===== config.mk =====
export PLATFORM = sky130hd
export DESIGN_NAME = tse_tx_arbiter
export DESIGN_NICKNAME = d
export VERILOG_FILES = /design/src/rtl/tse_tx_arb_pkg.sv /design/src/rtl/rr_pick.sv /design/src/rtl/tse_tx_arbiter.sv
export SDC_FILE = /design/constraint.sdc
export NUM_CORES = 1
export LEC_CHECK = 0
export ABC_AREA = 1
export CORE_ASPECT_RATIO = 1.4
export CORE_MARGIN = 4
export CORE_UTILIZATION = 49
export DETAILED_ROUTE_END_ITERATION = 16
export HOLD_SLACK_MARGIN = 0.03
export PLACE_DENSITY = 0.89
export SLEW_MARGIN = 5
export SYNTH_ARGS = -nofsm -noshare
export SYNTH_HDL_FRONTEND = slang
export SYNTH_SLANG_ARGS = --single-unit

===== constraint.sdc =====
create_clock -name clk_sys_125_clk -period 4.6 [get_ports clk_sys_125_clk]
set_clock_uncertainty 0.2 [all_clocks]
set_input_delay 1.15 -clock clk_sys_125_clk [delete_from_list [all_inputs] [get_ports clk_sys_125_clk]]
set_output_delay 1.15 -clock clk_sys_125_clk [all_outputs]
set_load 0.005 [all_outputs]

===== src/rtl/tse_tx_arb_pkg.sv =====
// Shared types and sizing for the TSE transmit arbiter.
//   AST_DATA_W / AST_EMPTY_W : Avalon-ST payload widths of the MAC transmit port
//   ast_beat_t               : one Avalon-ST beat payload (data, empty, sop, eop)
//   arb_state_e              : arbiter FSM states
//   beat_cnt_w()             : width needed to count 0..max_beats
package tse_tx_arb_pkg;

  localparam int unsigned AST_DATA_W  = 32;
  localparam int unsigned AST_EMPTY_W = 2;

  typedef struct packed {
    logic [AST_DATA_W-1:0]  data;
    logic [AST_EMPTY_W-1:0] empty;
    logic                   sop;
    logic                   eop;
  } ast_beat_t;

  typedef enum logic [1:0] {
    IDLE  = 2'd0,
    SEND  = 2'd1,
    DRAIN = 2'd2
  } arb_state_e;

  function automatic int unsigned beat_cnt_w(input int unsigned max_beats);
    return $clog2(max_beats + 1);
  endfunction

endpackage


===== src/rtl/rr_pick.sv =====
// Combinational round-robin picker.
//   req        : request vector
//   last_grant : index of the most recent winner; search starts at last_grant+1
//   pick       : one-hot winner, all zero when no request
module rr_pick #(
  parameter  int unsigned NUM_SRC = 2,
  localparam int unsigned IDX_W   = (NUM_SRC > 1) ? $clog2(NUM_SRC) : 1
) (
  input  logic [NUM_SRC-1:0] req,
  input  logic [IDX_W-1:0]   last_grant,
  output logic [NUM_SRC-1:0] pick
);

  logic             found;
  logic [IDX_W-1:0] idx;

  // Walk the sources in rotated order and keep the first requester.
  always_comb begin
    pick  = '0;
    found = 1'b0;
    idx   = '0;
    for (int unsigned k = 1; k <= NUM_SRC; k++) begin
      idx = IDX_W'((32'(last_grant) + k) % NUM_SRC);
      if (!found && req[idx]) begin
        pick[idx] = 1'b1;
        found     = 1'b1;
      end
    end
  end

endmodule


===== src/rtl/tse_tx_arbiter.sv =====
// Packet-atomic round-robin arbiter onto the TSE MAC Avalon-ST transmit port.
//   clk_sys_125_clk / reset_sys_125_reset : 125 MHz clock, async active-high reset
//   src_*        : NUM_SRC generator streams (data/empty packed per source)
//   tx_*         : MAC transmit port; data path is combinational from the owner
//   grant        : one-hot owner, zero while idle
//   tx_pkt_count : packets ended on tx (wraps); trunc_count : truncations (saturates)
module tse_tx_arbiter
  import tse_tx_arb_pkg::*;
#(
  parameter int unsigned NUM_SRC   = 2,
  parameter int unsigned MAX_BEATS = 380
) (
  input  logic                           clk_sys_125_clk,
  input  logic                           reset_sys_125_reset,
  input  logic [NUM_SRC-1:0]             src_enable,
  input  logic [NUM_SRC*AST_DATA_W-1:0]  src_data,
  input  logic [NUM_SRC*AST_EMPTY_W-1:0] src_empty,
  input  logic [NUM_SRC-1:0]             src_sop,
  input  logic [NUM_SRC-1:0]             src_eop,
  input  logic [NUM_SRC-1:0]             src_valid,
  output logic [NUM_SRC-1:0]             src_ready,
  output logic [AST_DATA_W-1:0]          tx_data,
  output logic [AST_EMPTY_W-1:0]         tx_empty,
  output logic                           tx_sop,
  output logic                           tx_eop,
  output logic                           tx_valid,
  output logic                           tx_error,
  input  logic                           tx_ready,
  output logic [NUM_SRC-1:0]             grant,
  output logic [31:0]                    tx_pkt_count,
  output logic [15:0]                    trunc_count
);

  localparam int unsigned IDX_W = (NUM_SRC > 1) ? $clog2(NUM_SRC) : 1;
  localparam int unsigned BC_W  = beat_cnt_w(MAX_BEATS);

  arb_state_e         state_q, state_d;
  logic [NUM_SRC-1:0] grant_q, grant_d;
  logic [IDX_W-1:0]   owner_q, owner_d;
  logic [IDX_W-1:0]   last_q, last_d;
  logic [BC_W-1:0]    beat_q, beat_d;
  logic [31:0]        pkt_q, pkt_d;
  logic [15:0]        trunc_q, trunc_d;

  logic [NUM_SRC-1:0] req;
  logic [NUM_SRC-1:0] pick;
  logic [IDX_W-1:0]   pick_idx;
  ast_beat_t          sel;
  logic               sel_valid;
  logic               trunc;
  logic               accept;

  assign req          = src_valid & src_sop & src_enable;
  assign grant        = grant_q;
  assign tx_pkt_count = pkt_q;
  assign trunc_count  = trunc_q;

  rr_pick #(
    .NUM_SRC (NUM_SRC)
  ) u_rr_pick (
    .req        (req),
    .last_grant (last_q),
    .pick       (pick)
  );

  // Owner beat mux and one-hot-to-index encode of the picker result.
  always_comb begin
    sel       = '0;
    sel_valid = 1'b0;
    pick_idx  = '0;
    for (int unsigned i = 0; i < NUM_SRC; i++) begin
      if (owner_q == IDX_W'(i)) begin
        sel.data  = src_data[i*AST_DATA_W +: AST_DATA_W];
        sel.empty = src_empty[i*AST_EMPTY_W +: AST_EMPTY_W];
        sel.sop   = src_sop[i];
        sel.eop   = src_eop[i];
        sel_valid = src_valid[i];
      end
      if (pick[i]) pick_idx = IDX_W'(i);
    end
  end

  // Next-state, counters and port drive.
  always_comb begin
    state_d   = state_q;
    grant_d   = grant_q;
    owner_d   = owner_q;
    last_d    = last_q;
    beat_d    = beat_q;
    pkt_d     = pkt_q;
    trunc_d   = trunc_q;
    src_ready = '0;
    tx_valid  = 1'b0;
    tx_data   = '0;
    tx_empty  = '0;
    tx_sop    = 1'b0;
    tx_eop    = 1'b0;
    tx_error  = 1'b0;
    trunc     = 1'b0;
    accept    = 1'b0;

    unique case (state_q)
      IDLE: begin
        if (|req) begin
          state_d = SEND;
          grant_d = pick;
          owner_d = pick_idx;
          beat_d  = '0;
        end
      end

      SEND: begin
        // An eop landing on the last allowed beat is a clean end, not a truncation.
        trunc     = (beat_q == BC_W'(MAX_BEATS - 1)) && !sel.eop;
        src_ready = grant_q & {NUM_SRC{tx_ready}};
        if (sel_valid) begin
          tx_valid = 1'b1;
          tx_data  = sel.data;
          tx_sop   = sel.sop;
          tx_eop   = sel.eop | trunc;
          tx_error = trunc;
          tx_empty = trunc ? '0 : sel.empty;
        end
        accept = sel_valid & tx_ready;
        if (accept) begin
          beat_d = beat_q + BC_W'(1);
          if (tx_eop) begin
            last_d = owner_q;
            pkt_d  = pkt_q + 32'd1;
            if (trunc) begin
              if (trunc_q != 16'hFFFF) trunc_d = trunc_q + 16'd1;
              state_d = DRAIN;
            end else begin
              state_d = IDLE;
              grant_d = '0;
            end
          end
        end
      end

      DRAIN: begin
        // Swallow the tail of a truncated packet; MAC sees nothing.
        src_ready = grant_q;
        if (sel_valid && sel.eop) begin
          state_d = IDLE;
          grant_d = '0;
        end
      end

      default: begin
        state_d = IDLE;
        grant_d = '0;
      end
    endcase
  end

  // State and counter registers.
  always_ff @(posedge clk_sys_125_clk or posedge reset_sys_125_reset) begin
    if (reset_sys_125_reset) begin
      state_q <= IDLE;
      grant_q <= '0;
      owner_q <= '0;
      last_q  <= IDX_W'(NUM_SRC - 1);
      beat_q  <= '0;
      pkt_q   <= '0;
      trunc_q <= '0;
    end else begin
      state_q <= state_d;
      grant_q <= grant_d;
      owner_q <= owner_d;
      last_q  <= last_d;
      beat_q  <= beat_d;
      pkt_q   <= pkt_d;
      trunc_q <= trunc_d;
    end
  end

endmodule


After elaboration in Yosys (flattened, before gate mapping) --
Cells that the tools add are included.
Word-level totals: register bits after elaboration 63, input bits 79, output and inout port bits 90, word-level logic and storage cells 90
Operators by class: $add $sub $neg 5, $lt $le $gt $ge 4, equality and inequality tests 9, muxes and demuxes 43, bitwise operators 6, reduce and logical (&&, ||, !) cells 16
Operators with widths (count):
- 2-to-1 mux 32 bit | 2
- 2-to-1 mux 36 bit | 1
- adder 32 x 1 -> 32 bit, second input constant | 1
- 2-to-1 mux 2 bit | 14
- 2-to-1 mux 1 bit | 18
- 2-to-1 mux 9 bit | 2
- one-hot mux 9 bit (2 select lines) | 1
- adder 16 x 1 -> 16 bit, second input constant | 1
- inequality test 16 bit, second input constant | 1
- one-hot mux 2 bit (3 select lines) | 2
- inequality test 2 bit, second input constant | 5
- AND reduction 5 bit | 2
- adder 9 x 1 -> 9 bit, second input constant | 1
- == test 9 bit, second input constant | 1
- AND 2 bit | 3
- AND reduction 3 bit | 2
- logical AND 1 bit | 5
- < comparator 1 x 2 -> 1 bit, second input constant | 2
- one-hot mux 2 bit (2 select lines) | 1
- AND reduction 4 bit | 1
- adder 1 bit, second input constant | 2
- demux 1 bit (select 1 bit) | 2
- == test 2 x 1 -> 1 bit, second input constant | 1
- == test 2 bit, second input constant | 1
- other kinds (9) | 11

Depth between registers and ports, before layout --
word-level depth 10, depth in mapped cells 11, mapped depth without buffers 10

By module --
Synthesis repeated with hierarchy kept, for this count alone.
Second synthesis, totals: cell total of the unflattened synthesis 683, area, all modules 4435.5 um2
Modules (own cells, without submodules):
- tse_tx_arbiter | times used 1, cells an instance 678, area each 4415.5 um2, seq. area each 1577.8 um2
- rr_pick | times used 1, cells an instance 5, area each 20.0 um2, seq. area each 0.0 um2

Worst setup path after synthesis --
Ideal clock, no wire load.
kind input to output, start input src_valid[0], end output tx_data[10], arrival time 1933 ps, required time 3250 ps, path slack 1317 ps, stages on the path 7, path buffers 1, path through inv_1 > nand2_1 > nand2_1 > nor2_4 > inv_1 > buf_1 > a21oi_1
Between the ends: longest elaborated chain between the ends 3
Ends and longest elaborated chain:
- from (decl) | line tse_tx_arbiter.sv:20 | input logic [NUM_SRC-1:0] src_valid,
- 2-to-1 mux 1 bit | line tse_tx_arbiter.sv:72 | if (owner_q == IDX_W'(i)) begin
- 2-to-1 mux 32 bit | line tse_tx_arbiter.sv:116 | if (sel_valid) begin
- 2-to-1 mux 32 bit | line tse_tx_arbiter.sv:102 | unique case (state_q)
- to (decl) | line tse_tx_arbiter.sv:22 | output logic [AST_DATA_W-1:0] tx_data,
Every way passes these cells.

Worst setup path in the final report --
start input src_valid[0], end output tx_data[16]
The elaborated chain is that of the path after synthesis.

==> impl.org <==
** Outcome
- The run finished with clean final reports.

** Power and ir drop
- Switching part of the total :: just under 40%
- Combinational logic burns 45.4% of the power.
- Total chip power :: 2.43 mW
- Power spread over the standard cell area amounts to ~370 nW/um^2.
- Across the VDD grid, the largest voltage drop is between 0.2 and 0.3 mV.
- Net Sw Power :: about 0.95 mW
- The share of total power dissipated in the clock network is approximately a quarter.
- Internal power comes to ~1.5 mW.
- Summed over all cells, the static leakage comes to just under 3 nW.
- Sequential cells account for between 20% and 30% of the total power.

** Synth
- Yosys top cell area share :: approximately a third
- The cell count after synthesis came out at 730.
- Cells taking the most area after synthesis :: sky130_fd_sc_hd__dfrtp_1, sky130_fd_sc_hd__nand2_1, sky130_fd_sc_hd__nor2_1, sky130_fd_sc_hd__nand3_1, sky130_fd_sc_hd__inv_1
- Distinct cell type count after synthesis :: 31
- Summing the sequential cell areas from Yosys gives about a third of the chip area.
- The biggest area contributor in the post-synthesis netlist is sky130_fd_sc_hd__dfrtp_1.
- Net count after synthesis :: ~820
- Post-Syn Area :: approximately 4600 um^2
- Synthesis inferred 63 register bits.
- Average footprint of a synthesized cell :: ~6.4 um^2
- Ys Warns :: 0

** Placement
- Port Buffers :: between 150 and 200
- At the end of routability-driven placement, the weighted congestion stood at between 0.9 and 1.
- Summed over all nets, the half-perimeter wirelength after detailed placement is about 12,000 um.

** STA
- Share of the clock period used by the worst path after layout :: a little over nine tenths
- Setup repair after global routing left no endpoint under its margin.
- The number of failing hold endpoints at the final stage came to 0.
- Setup TNS :: 0 ps
- In this run the tightest slew margin relative to its limit is a little over half.
- The worst path in the final design needs a cycle of 4430 ps, including I/O delays and setup.
- Maximum clock frequency :: between 200 and 250 MHz
- Slew at the pin closest to its max-slew limit :: roughly 690 ps
- Final Max Tran Viols :: 0
- Setup Viol. Count Final :: 0
- The tightest hold path in the finished design has a slack of about 310 ps.

** Final layout
- Area Growth Syn to Fin :: 42.7%
- Of the cells placed in the final design, the portion with a size suffix greater than 1 is under 10%.
- The number of antenna diodes in the final layout is 0.
- The net count of the finished layout is 976.

** Clocking
- Clock H-tree levels :: 3
- The tree is rooted in a sky130_fd_sc_hd__clkbuf_16.
- For this design, the sink count on the clock tree is between 60 and 70.
- After clock tree synthesis, the setup repair step added 0 buffers.
- TritonCTS Buffers :: 9
- TritonCTS clock tree :: yes
- The clock reaches the later pin of the worst-skew pair after approximately 330 ps.
- Clock transition at the registers of the reported paths :: 50 ps
- In this run the deepest clock path goes through 2 buffers.

** Global routing
- The number of global-route vias before repair came to approximately 5,000.
- Wire length of the first global-routing pass :: 24,600 um
- In the global route stage, overall resource usage came out at 27.5%.
- Congestion Overflow GR :: 0
- The initial antenna violation count was 0.
- Entering global routing, the biggest net connects just over 40 pins.

** Detailed routing
- First-pass DRT Iterations :: 5
- Vias post-DR :: about 5,400
- Routed wire length per instance :: roughly 15 um
- Routed wire length :: 15,500 um
- For this run, design rule violations remaining after detail routing come to 0.
- After detailed routing, the number of vias per cell comes to about 5.4.
- The detail route stage leaves a number of antenna-violating nets equal to 0.
- Starting DRT DRC Count :: 356

** Critical path
- At the worst endpoint, the required time is between 3000 and 4000 ps.
- Arrival @ worst endpoint :: roughly 3000 ps
- Category of the worst setup path launch point :: primary input
- Setup slack on the worst reg-to-reg path comes out at between 2000 and 2500 ps.
- Worst path slowest cell :: sky130_fd_sc_hd__clkdlybuf4s50_1
- Sort of element at the end of the critical path :: output port
- The critical path goes through clkdlybuf4s50_1 > inv_1 > nand2_1 > nand2_2 > nor2_4 > inv_1 > buf_4 > a21oi_1 > clkdlybuf4s50_1.
- Delay of the slowest cell on the worst path :: ~530 ps
- The setup path with the least slack is of type primary input to output port.
- Of all nets on the critical path, the largest fanout is 26.

** Floorplanning
- Once the floorplan was initialized, standard cells occupied a little over 50% of the core.
- Horizontal extent of the die :: 90.3 um
- The die covers 11,100 um^2.
- Standard-cell row count :: between 40 and 50
- Number of ports placed on the die boundary :: 169
- Total core area :: 9130 um^2
- The die is ~120 um tall.

** Hold path
- The worst hold path belongs to the class flip-flop to flip-flop.

** Job
- The tool flagged a number of max-cap violations equal to 0.
cells in the final DEF, fill, tap and decap left out, types with 14 or more instances in the layout:
master | synthesis | layout
sky130_fd_sc_hd__o21ai_1 | 20 | 20
sky130_fd_sc_hd__nand3_1 | 45 | 45
sky130_fd_sc_hd__xor2_1 | 14 | 14
sky130_fd_sc_hd__nand3b_1 | 17 | 17
sky130_fd_sc_hd__dfrtp_1 | 62 | 62
sky130_fd_sc_hd__a21oi_1 | 38 | 38
sky130_fd_sc_hd__nand2_1 | 314 | 313
sky130_fd_sc_hd__inv_1 | 53 | 52
sky130_fd_sc_hd__nor2_1 | 81 | 81
sky130_fd_sc_hd__clkdlybuf4s50_1 | 0 | 168
power by group through the flow:
stage / Combinational (mW) / Sequential, mW / Clock, mW
floorplan: 0.605 / 0.703 / 0
global placement: 1.06 / 0.713 / 0
detailed placement: 1.09 / 0.718 / 0
CTS: 1.10 / 0.711 / 0.615
global route: 1.21 / 0.722 / 0.641
finish: 1.10 / 0.713 / 0.615
layout make-up:
type | count | area (um^2)
Fill cell | 733 | 2500
Inverter | 57 | 214
Sequential cell | 63 | 1580
Clock buffer | 14 | 254
Clock inverter | 2 | 10.0
Timing Repair Buffer | 174 | 1730
Multi-Input combinational cell | 586 | 2720
Tap cell | 107 | 134
worst max-delay path: cells and delay by family:
family | cells | cell delay [ps]
AOI/OAI and AO/OA | 1 | 180
and+or+nand+nor | 3 | 330
buffers and inverters | 5 | 1400
through the flow:
stage / std cells / area (um^2) / worst slack, ps / util (%)
after floorplan: 730 / 4650 / 1320 / -
after global placement: 987 / 6370 / 230 / 69.7
after global routing: 1003 / 6640 / 68.7 / 72.7
after detailed placement: 987 / 6370 / 119 / 69.7
after CTS: 1003 / 6630 / 96.1 / 72.6
final: 1003 / 6640 / 170 / 72.7
kinds of logic after synthesis:
group,after synthesis,share of synthesized area (%)
simple gates,484,44.2
fa+ha+maj,6,1.62
xor+xnor,24,4.52
buf+inv,81,7.62
flops,63,33.9
compound gates,72,8.13
what timing repair did:
item	in CTS	in global routing
endpoints found under the hold margin	0	0
hold buffers	0	0
endpoints found under the setup margin	0	2
resized for setup	0	1
Yosys cell counts, drive strengths merged:
library cell	number
nand2	320
nor2	86
dfrtp	62
inv	57
nand3	50
a21oi	40
o21ai	31
buf	17
nand3b	17
xor2	14
xnor2	10
nand4	9
clkbuf	7
ha	6
nor3	2
dfstp	1
o211ai	1
flip-flops by register name, indices dropped and copies added, names as in the netlist:
register,cells
tx_pkt_count,32
trunc_count,16
beat_q,9
grant,2
state_q,2
last_q,1
owner_q,1
worst paths after layout:
kind	start	end	depth (start not counted)
min in group asynchronous	reset_sys_125_reset	tx_pkt_count[1]	2
max in group asynchronous	reset_sys_125_reset	last_q	3
max	src_valid[0]	tx_data[16]	9
min reg2reg	beat_q[1]	beat_q[1]	2
max reg2reg	state_q[1]	tx_pkt_count[14]	10
min	beat_q[1]	beat_q[1]	2
metal layers:
metal  track usage, %  up-vias  share of wire (%)
met1             33.9     2507                 41
met2             46.5      289                 48
met5                0        -                  0
met4             12.0        0                2.8
li1                 -     2613                  -
met3             6.33       34                8.4
Power figures use the tool's default switching activity.
